**config.mk**
```make
export PLATFORM = sky130hd
export DESIGN_NAME = intctrl
export DESIGN_NICKNAME = d
export VERILOG_FILES = /design/src/rtl/intctrl_pkg.sv /design/src/rtl/intctrl_rrsel.sv /design/src/rtl/intctrl.sv
export SDC_FILE = /design/constraint.sdc
export NUM_CORES = 1
export LEC_CHECK = 0
export ABC_AREA = 1
export CAP_MARGIN = 20
export CELL_PAD_IN_SITES_DETAIL_PLACEMENT = 1
export CELL_PAD_IN_SITES_GLOBAL_PLACEMENT = 1
export CORE_MARGIN = 10
export CORE_UTILIZATION = 23
export CTS_CLUSTER_SIZE = 30
export DETAILED_ROUTE_END_ITERATION = 8
export PLACE_DENSITY_LB_ADDON = 0.1
export SLEW_MARGIN = 30
export SYNTH_ARGS = -nofsm -noshare
export SYNTH_HDL_FRONTEND = slang
export SYNTH_SLANG_ARGS = --single-unit
```
**constraint.sdc**
```tcl
create_clock -name clk_i -period 2.1 [get_ports clk_i]
set_input_delay 0.21 -clock clk_i [delete_from_list [all_inputs] [get_ports clk_i]]
set_output_delay 0.21 -clock clk_i [all_outputs]
set_load 0.005 [all_outputs]
```
**src/rtl/intctrl_pkg.sv**
```systemverilog
// Shared pi1 slave encodings, command word layout and intctrl FSM state constants.
package intctrl_pkg;

    typedef enum logic [1:0] {
        PI1_NOOP = 2'd0,
        PI1_WR   = 2'd1,
        PI1_RD   = 2'd2,
        PI1_RW   = 2'd3
    } pi1_op_e;

    // Command word: bit 0 selects ACK (1) or TRIGGER (0); the argument sits above it.
    localparam int CMD_ACK_BIT = 0;
    localparam int CMD_ARG_LSB = 1;

    localparam logic [1:0] ST_IDLE = 2'd0;
    localparam logic [1:0] ST_SEEK = 2'd1;
    localparam logic [1:0] ST_REQ  = 2'd2;

    function automatic int idxBits(input int n);
        return (n > 1) ? $clog2(n) : 1;
    endfunction

endpackage

```
**src/rtl/intctrl_rrsel.sv**
```systemverilog
// Round-robin selector: first set bit of i_mask at or after i_start, wrapping past N-1 to 0.
module intctrl_rrsel
    import intctrl_pkg::*;
#(
    parameter int N = 2,
    parameter int W = idxBits(N)
) (
    input  logic [N-1:0] i_mask,
    input  logic [W-1:0] i_start,
    output logic [W-1:0] o_index,
    output logic         o_found
);

    logic [N-1:0] w_rot;
    logic [W:0]   w_sum;

    // Rotating the doubled mask puts the search start at bit 0.
    assign w_rot = N'({i_mask, i_mask} >> i_start);

    always_comb begin
        o_found = 1'b0;
        o_index = '0;
        w_sum   = '0;
        for (int k = 0; k < N; k++) begin
            if (!o_found && w_rot[k]) begin
                o_found = 1'b1;
                w_sum   = (W+1)'(i_start) + (W+1)'(k);
                if (w_sum >= (W+1)'(N)) begin
                    w_sum = w_sum - (W+1)'(N);
                end
                o_index = w_sum[W-1:0];
            end
        end
    end

endmodule

```
**src/rtl/intctrl.sv**
```systemverilog
// Interrupt controller: latches source edges as pending and hands each one to a ready PU,
// round-robin, with acceptance/timeout handshake and a pi1 command register for ACK/TRIGGER.
module intctrl
    import intctrl_pkg::*;
#(
    parameter int SRCCOUNT   = 2,
    parameter int DSTCOUNT   = 2,
    parameter int ARCHBITSZ  = 32,
    parameter int ACKTIMEOUT = 64,
    localparam int ADDRBITSZ = ARCHBITSZ - $clog2(ARCHBITSZ/8)
) (
    input  logic                   clk_i,
    input  logic                   rst_i,
    input  logic [1:0]             pi1_op_i,
    input  logic [ADDRBITSZ-1:0]   pi1_addr_i,
    input  logic [ARCHBITSZ-1:0]   pi1_data_i,
    output logic [ARCHBITSZ-1:0]   pi1_data_o,
    input  logic [ARCHBITSZ/8-1:0] pi1_sel_i,
    output logic                   pi1_rdy_o,
    input  logic [SRCCOUNT-1:0]    intsrc_i,
    output logic [DSTCOUNT-1:0]    intrqst_o,
    input  logic [DSTCOUNT-1:0]    intrdy_i
);

    localparam int SRCW = idxBits(SRCCOUNT);
    localparam int DSTW = idxBits(DSTCOUNT);
    localparam int TMW  = idxBits(ACKTIMEOUT);

    logic [SRCCOUNT-1:0]  r_srcPrev;
    logic [SRCCOUNT-1:0]  r_pending;
    logic [1:0]           r_state;
    logic [SRCW-1:0]      r_curSrc;
    logic [DSTW-1:0]      r_curDst;
    logic [DSTW-1:0]      r_rrPtr;
    logic [TMW-1:0]       r_timer;
    logic [DSTCOUNT-1:0]  r_intrqst;
    logic [SRCW-1:0]      r_ackId [DSTCOUNT];
    logic [DSTCOUNT-1:0]  r_ackValid;
    logic [ARCHBITSZ-1:0] r_data;

    logic [ARCHBITSZ-2:0] w_cmdArg;
    logic                 w_isAck;
    logic                 w_isTrig;
    logic                 w_argDstOk;
    logic                 w_argSrcOk;
    logic [DSTW-1:0]      w_argDst;
    logic [SRCW-1:0]      w_argSrc;
    logic                 w_accept;
    logic                 w_timeout;
    logic [SRCCOUNT-1:0]  w_edge;
    logic [SRCCOUNT-1:0]  w_trigMask;
    logic [SRCCOUNT-1:0]  w_clrMask;
    logic [SRCW-1:0]      w_lowSrc;
    logic [DSTW-1:0]      w_nextPtr;
    logic [DSTW-1:0]      w_selIdx;
    logic                 w_selFound;
    logic [ARCHBITSZ-1:0] w_result;
    logic                 w_unused;

    assign w_unused   = ^{pi1_addr_i, pi1_sel_i};
    assign pi1_rdy_o  = 1'b1;
    assign pi1_data_o = r_data;
    assign intrqst_o  = r_intrqst;

    assign w_cmdArg   = pi1_data_i[ARCHBITSZ-1:CMD_ARG_LSB];
    assign w_isAck    = (pi1_op_i == PI1_RW) && pi1_data_i[CMD_ACK_BIT];
    assign w_isTrig   = (pi1_op_i == PI1_RW) && !pi1_data_i[CMD_ACK_BIT];
    assign w_argDstOk = w_cmdArg < (ARCHBITSZ-1)'(DSTCOUNT);
    assign w_argSrcOk = w_cmdArg < (ARCHBITSZ-1)'(SRCCOUNT);
    assign w_argDst   = w_cmdArg[DSTW-1:0];
    assign w_argSrc   = w_cmdArg[SRCW-1:0];

    // A PU takes the request by dropping its ready line while it is being asked.
    assign w_accept   = (r_state == ST_REQ) && !intrdy_i[r_curDst];
    assign w_timeout  = (r_state == ST_REQ) && !w_accept && (r_timer == TMW'(ACKTIMEOUT-1));
    assign w_nextPtr  = (r_curDst == DSTW'(DSTCOUNT-1)) ? '0 : r_curDst + 1'b1;

    assign w_edge     = intsrc_i & ~r_srcPrev;
    assign w_trigMask = (w_isTrig && w_argSrcOk) ? (SRCCOUNT'(1) << w_argSrc) : '0;
    assign w_clrMask  = w_accept ? (SRCCOUNT'(1) << r_curSrc) : '0;

    always_comb begin
        w_lowSrc = '0;
        for (int i = SRCCOUNT-1; i >= 0; i--) begin
            if (r_pending[i]) begin
                w_lowSrc = SRCW'(i);
            end
        end
    end

    always_comb begin
        w_result = '1;
        if (w_isAck && w_argDstOk && r_ackValid[w_argDst]) begin
            w_result = ARCHBITSZ'(r_ackId[w_argDst]);
        end else if (w_isTrig && w_argSrcOk) begin
            w_result = ARCHBITSZ'(w_argSrc);
        end
    end

    intctrl_rrsel #(
        .N(DSTCOUNT),
        .W(DSTW)
    ) u_rrsel (
        .i_mask (intrdy_i),
        .i_start(r_rrPtr),
        .o_index(w_selIdx),
        .o_found(w_selFound)
    );

    // New edges are OR-ed in after the clear so a re-trigger during acceptance survives.
    always_ff @(posedge clk_i) begin
        r_srcPrev <= intsrc_i;
        if (rst_i) begin
            r_pending <= '0;
        end else begin
            r_pending <= (r_pending & ~w_clrMask) | w_edge | w_trigMask;
        end
    end

    always_ff @(posedge clk_i) begin
        if (rst_i) begin
            r_state   <= ST_IDLE;
            r_curSrc  <= '0;
            r_curDst  <= '0;
            r_rrPtr   <= '0;
            r_timer   <= '0;
            r_intrqst <= '0;
        end else begin
            case (r_state)
                ST_IDLE: begin
                    if (|r_pending) begin
                        r_curSrc <= w_lowSrc;
                        r_state  <= ST_SEEK;
                    end
                end
                ST_SEEK: begin
                    if (w_selFound) begin
                        r_curDst  <= w_selIdx;
                        r_intrqst <= DSTCOUNT'(1) << w_selIdx;
                        r_timer   <= '0;
                        r_state   <= ST_REQ;
                    end
                end
                ST_REQ: begin
                    if (w_accept || w_timeout) begin
                        r_intrqst <= '0;
                        r_rrPtr   <= w_nextPtr;
                        r_state   <= w_accept ? ST_IDLE : ST_SEEK;
                    end else begin
                        r_timer <= r_timer + 1'b1;
                    end
                end
                default: r_state <= ST_IDLE;
            endcase
        end
    end

    // The accept write comes last so a same-cycle ACK reads the old id but the new one is kept.
    always_ff @(posedge clk_i) begin
        if (rst_i) begin
            r_ackValid <= '0;
            r_data     <= '1;
        end else begin
            if (pi1_op_i != PI1_NOOP) begin
                r_data <= w_result;
            end
            if (w_isAck && w_argDstOk) begin
                r_ackValid[w_argDst] <= 1'b0;
            end
            if (w_accept) begin
                r_ackValid[r_curDst] <= 1'b1;
            end
        end
    end

    always_ff @(posedge clk_i) begin
        if (w_accept && !rst_i) begin
            r_ackId[r_curDst] <= r_curSrc;
        end
    end

endmodule

```
==> results.py, run 1 <==
metrics = {
    "clocking": {
        "cts_tree": "yes",
        "clockRootBuffer": "clkbuf_8",
        "cts_max_level": 1,
        "cts_buffers": 3,
        "ctsResizeCount": 0,
        "cts_max_path_buffers": 2,
        "cts_hold_buf": 0,
        "clk_latency_ns": 0.27,
        "cts.sinks": 23,
        "cts_setup_buffers": 0,
        "path_clk_slew_ns": 0.09,
    },
    "synthesis": {
        "synth_cell_types": 31,
        "synth_area_um2": 1420,
        "synth_flop_cell": "dfxtp_1",
        "avgSynthCellArea_um2": 7.02,
        "ys_ff_latch": 23,
        "ys_warn_count": 0,
        "synth_edf_count": 2,
        "yosysMostFrequentCell": "nand2_1",
        "seq_area_frac_synth_pct": 33.9,
        "synth_top_cell_by_area": "dfxtp_1",
        "synthArstFlopShare_pct": 0,
        "synth_area_leaders": "dfxtp_1 30%, buf_4 16%, nand2_1 9.8%",
        "synth.top_cells.by_count": "37 x nand2_1, 31 x buf_4, 31 x nor2_1",
        "synthesis.nets": 277,
        "synth_top_area_share_pct": 29.6,
        "synthCells": 202,
    },
    "finish": {
        "nNetsFinal": 325,
        "final_util_pct": 34.7,
        "final_cells": 324,
        "nFillCells": 742,
        "drive_gt1_share_pct": 6.43,
        "n_antenna_cell": 0,
        "synthToLayoutAreaGrowth_pct": 45.7,
    },
    "drt": {
        "wl_per_cell_um": 13.2,
        "drt_iter0_drc": 13,
        "routed-via-count": 1373,
        "routed_wl_um": 4260,
        "postRouteAntennaNets": 0,
        "dr.pass1.iters": 3,
        "drc": 0,
        "vias_per_cell": 4.24,
    },
    "worst_setup_path": {
        "cp.required_ns": 1.89,
        "cp-end-kind": "output port",
        "worstPathCellList": "buf_4, clkdlybuf4s50_1",
        "critPathMaxFanout": 31,
        "critPathMaxStageDelay_ns": 0.58,
        "reg2reg_slack_ns": 0.47,
        "rr_worst_depth": 9,
        "crit_type": "reg -> out",
        "crit_slowest_cell": "clkdlybuf4s50_1",
        "critPathArrivalTime_ns": 1.46,
        "r2r-end": "r_timer[0]$_SDFFE_PP0P_",
        "startpoint_type": "flip-flop",
        "rr_startpoint": "r_timer[0]$_SDFFE_PP0P_",
    },
    "floorplan": {
        "die-area_um2": 9710,
        "chipHeight_um": 98.5,
        "rows": 28,
        "io_pins": 109,
        "start_util_pct": 23.8,
        "fp.dieW_um": 98.5,
        "coreArea_um2": 5960,
    },
    "power_and_ir_drop": {
        "ir_drop_mv": 0.388,
        "power.density_nw_per_um2": 531,
        "leakage_nw": 0.831,
    },
    "global_route": {
        "grt-ovfl-total": 0,
        "track_usage_pct": 8.63,
        "grt_start_max_net_pins": 32,
        "first_global_vias": 1422,
        "grt_pass1_wl_um": 7140,
        "antenna_found_initial": 0,
    },
    "outcome": {
        "status": "completed",
    },
    "timing": {
        "finalCritPeriodShare_pct": 79.3,
        "slew_viol_final": 0,
        "setup_viol": 0,
        "fmax_mhz": 600,
        "min_period_ns": 1.67,
        "setup_tns_ns": 0,
        "rsz0062_at_grt": "no",
        "hold_viol_final": 0,
        "clock_skew_ns": 0.00720,
    },
    "hold_path": {
        "min_path_type": "in -> reg",
        "hold_start": "intsrc_i[0]",
        "min_path_cells": 1,
        "min_to": "r_srcPrev[0]$_DFF_P_",
    },
    "placed_design": {
        "dp_cells": 320,
        "gp_congestion": 0.763,
        "port-buffer-count": 73,
        "dp_hpwl_um": 3580,
    },
    "flow_run": {
        "drv_cap": 0,
    },
}
==> through the flow <==
stage	hold WS (ns)	worst slack [ns]	total power, mW	instance area (µm²)
6_report	0.418	0.434	1.10	2070
3_3_place_gp	0.455	0.340	0.833	2020
4_1_cts	0.419	0.411	1.12	2070
5_1_grt	0.431	0.271	1.17	2070
2_1_floorplan	0.238	0.781	0.685	1420
3_5_place_dp	0.454	0.348	0.834	2020
==> cell usage in the layout, fill, tap and decap left out, types with 2 or more instances in the layout <==
cell type | synthesis | routed
a21oi_1 | 14 | 14
a22oi_1 | 2 | 2
buf_4 | 31 | 2
clkbuf_8 | 0 | 3
clkdlybuf4s50_1 | 0 | 73
dfxtp_1 | 21 | 21
edfxtp_1 | 2 | 2
inv_1 | 18 | 18
nand2_1 | 37 | 37
nand3_1 | 11 | 11
nand3_2 | 3 | 3
nand4_1 | 2 | 2
nor2_1 | 31 | 31
nor2_4 | 2 | 2
o211ai_1 | 2 | 2
o21ai_0 | 8 | 8
o21ai_1 | 2 | 2
==> kinds of logic after synthesis <==
kind of cell    share of synthesized area (%)
flops                                    33.9
buf+inv                                  21.7
compound gates                           12.8
fa+ha+maj                               0.882
simple gates                             29.9
xor+xnor                                0.617
other cells                             0.264
==> report_power, final <==
group	internal (mW)	switching [mW]	total, mW
Clock	0.135	0.144	0.280
Combinational	0.167	0.150	0.317
Sequential	0.474	0.0276	0.501
==> final cells by class <==
class	count	area [µm²]	share of cell area, %
multi-input cells	128	631	30.5
repair buffers	75	746	36.1
inverters	19	71.3	3.45
flip-flops and latches	23	480	23.2
clock buffers	4	45.0	2.18
well taps	75	93.8	4.54
==> worst max-delay path, delay by kind of cell, from the launching register on <==
kind                   cells  cell delay [ns]
buffers and inverters      2             0.85
DFF                        1             0.34
==> worst max-delay path by stage <==
stage                                startpoint                         to
finish              pi1_data_o[30]$_SDFFE_PP1P_             pi1_data_o[29]
CTS                 pi1_data_o[30]$_SDFFE_PP1P_             pi1_data_o[29]
floorplan               r_timer[0]$_SDFFE_PP0P_  intrqst_o[0]$_SDFFE_PP0P_
global placement                    intrdy_i[0]    r_timer[2]$_SDFFE_PP0P_
detailed placement                  intrdy_i[0]    r_timer[3]$_SDFFE_PP0P_
global route            r_timer[0]$_SDFFE_PP0P_    r_timer[1]$_SDFFE_PP0P_
==> layer usage <==
layer / vias to the layer above / GRT usage [%] / routed length [µm]
li1: 713 / - / -
met1: 595 / 11.7 / 2240
met2: 61 / 12.3 / 1590
met3: 4 / 3.21 / 393
met4: 0 / 2.65 / 36
met5: - / 0 / 0
==> sequential cells by signal, indices dropped and copies added, names as in the netlist <==
name,flops
r_pending,2
r_state,2
r_curDst,1
pi1_data_o,2
r_ackValid,2
r_rrPtr,1
r_ackId,2
r_curSrc,1
r_timer,6
r_srcPrev,2
intrqst_o,2
No activity file was read; power rests on OpenSTA's default activity.
==> run 2: changes to the inputs <==
- CORE_UTILIZATION: 23 -> 19
- clock period: 2.1 -> 1.35 ns (I/O delays scaled with it)
==> run 2 against run 1 <==
Sequential share of layout area fell by 3.0 points. Non-clock buffer count is 25 higher. Sequential power grew 56%. Clock skew shrank 0.0017 ns. Routed wire length up 8.3%. First-iteration DRC count grew 31%. Combinational power is 98% higher. Register-to-register slack got worse by 0.44 ns. Die area rose by 17%. Largest cell class unchanged. Largest power group unchanged. Highest routed layer unchanged.
==> results.py, run 2 (synthesis gave the netlist of run 1 again) <==
metrics = {
    "outcome": {
        "status": "completed",
    },
    "clocking": {
        "cts_tree": "yes",
        "cts_max_level": 1,
        "path_clk_slew_ns": 0.09,
        "clockRootBuffer": "clkbuf_8",
        "clk_latency_ns": 0.26,
        "cts.sinks": 23,
        "cts_buffers": 3,
        "cts_max_path_buffers": 2,
    },
    "worst_setup_path": {
        "crit_type": "reg -> reg",
        "cp-end-kind": "flip-flop",
        "critical-path-top-delay-family": "simple AND/OR/NAND/NOR gates",
        "critPathArrivalTime_ns": 1.49,
        "worstPathCellList": "ha_4, nand2_4, nor2_4, nand3_4, nand3_4, nand2_4, buf_6, nand4_1, a21oi_2",
        "path_buf_inv": 1,
        "critPathMaxStageDelay_ns": 0.36,
        "critPathMaxFanout": 6,
        "crit_slowest_cell": "dfxtp_2",
        "cp.required_ns": 1.52,
        "startpoint_type": "flip-flop",
    },
    "global_route": {
        "grt_pass1_wl_um": 7560,
        "grt_start_max_net_pins": 32,
        "first_global_vias": 1544,
        "track_usage_pct": 7.99,
        "grt-ovfl-total": 0,
        "antenna_found_initial": 0,
    },
    "floorplan": {
        "rows": 31,
        "die-area_um2": 11300,
        "fp.dieW_um": 106,
        "start_util_pct": 19.6,
        "io_pins": 109,
        "coreArea_um2": 7250,
        "chipHeight_um": 106,
    },
    "timing": {
        "finalCritPeriodShare_pct": 98.1,
        "fmax_mhz": 755,
        "setup_ws_ns": 0.0254,
        "slew_viol_final": 0,
        "min_period_ns": 1.32,
        "hold_viol_final": 0,
        "clock_skew_ns": 0.00547,
        "holdWs_ns": 0.338,
        "setup_tns_ns": 0,
        "rsz0062_at_grt": "yes",
        "setup_viol": 0,
    },
    "finish": {
        "final_common_cell": "clkdlybuf4s50_1",
        "fin_area_um2": 2400,
        "top_register": "r_timer",
        "largest_reg_flops": 6,
        "synthToLayoutAreaGrowth_pct": 69.2,
        "layout_common_cells": "34 x clkdlybuf4s50_1, 32 x nand2_1, 31 x dlygate4sd2_1",
        "nNetsFinal": 350,
        "nFillCells": 892,
        "drive_gt1_share_pct": 23.7,
        "n_antenna_cell": 0,
    },
    "power_and_ir_drop": {
        "intPower_mw": 1.29,
        "leakage_nw": 1.01,
        "ir_drop_mv": 0.325,
        "seqPwrFrac_pct": 42.5,
        "clkPwrFrac_pct": 23.4,
        "p_comb_share_pct": 34.1,
        "total_power_mw": 1.84,
        "power.density_nw_per_um2": 767,
        "sw_frac_of_total_pct": 29.7,
        "power_switching_mw": 0.547,
    },
    "placed_design": {
        "placed_area_um2": 2230,
        "gp_congestion": 0.716,
        "place_ws_ns": -0.266,
        "port-buffer-count": 73,
        "dp_hpwl_um": 3870,
    },
    "drt": {
        "routed-via-count": 1447,
        "wl_per_cell_um": 12.4,
        "routed_wl_um": 4620,
        "drt_iter0_drc": 17,
        "met3_length_um": 333,
        "dr.pass1.iters": 4,
        "drc": 0,
        "vias_per_cell": 3.88,
        "highest_layer": "met4",
        "wl_met1_um": 2270,
        "met2_length_um": 1970,
        "postRouteAntennaNets": 0,
    },
    "hold_path": {
        "min_path_type": "in -> reg",
    },
    "flow_run": {
        "drv_cap": 0,
    },
}
[run 2: cell types whose count changed in the layout (fill, tap and decap cells not counted), moves of 5 or more]
cell             delta
dlygate4sd2_1      +31
clkdlybuf4s50_1    -39
dfxtp_1             -5
buf_4              +22
dlymetal6s2s_1      +8
nand2_1             -5
dfxtp_2             +5
[run 2: power groups by stage]
stage	clock (mW)	sequential (mW)	combinational, mW
global route	0.501	0.791	0.701
CTS	0.468	0.782	0.595
floorplan	0	0.794	0.272
detailed placement	0	0.793	0.607
finish	0.431	0.782	0.628
global placement	0	0.794	0.601
[run 2: metrics by stage]
step,utilization [%],instances
floorplan,-,202
global placement,30.8,365
detailed placement,30.8,365
CTS,31.7,370
global route,33.1,373
finish,33.1,373
[run 2: repair_timing]
action | 4_1_cts | 5_1_grt
setup buffers | 1 | 3
resized for setup | 45 | 29
hold buffers | 0 | 0
pin swaps | 7 | 27
endpoints found under the setup margin | 41 | 15
[run 2: layout make-up]
| cell class | instances | area (µm²) | share of cell area (%) |
|---|---|---|---|
| repair buffers | 100 | 943 | 39.3 |
| multi-input cells | 128 | 724 | 30.2 |
| flip-flops and latches | 23 | 487 | 20.3 |
| well taps | 99 | 124 | 5.16 |
| inverters | 19 | 76.3 | 3.18 |
| clock buffers | 3 | 41.3 | 1.72 |
| clock inverters | 1 | 5.00 | 0.208 |
[run 2: final timing paths]
check | endpoint | cells after the start | start | slack (ns)
worst max-delay path | r_timer[5]$_SDFFE_PP0P_ | 9 | r_timer[0]$_SDFFE_PP0P_ | 0.03
worst min-delay path | r_srcPrev[0]$_DFF_P_ | 1 | intsrc_i[0] | 0.34
worst max register to register | r_timer[5]$_SDFFE_PP0P_ | 9 | r_timer[0]$_SDFFE_PP0P_ | 0.03
worst min register to register | pi1_data_o[0]$_SDFFE_PP1P_ | 2 | pi1_data_o[0]$_SDFFE_PP1P_ | 0.47
[run 2: layer usage]
metal / global-route usage (%) / up-vias
met2: 13.1 / 53
met5: 0 / -
met1: 10.2 / 628
li1: - / 762
met4: 2.03 / 0
met3: 2.11 / 4
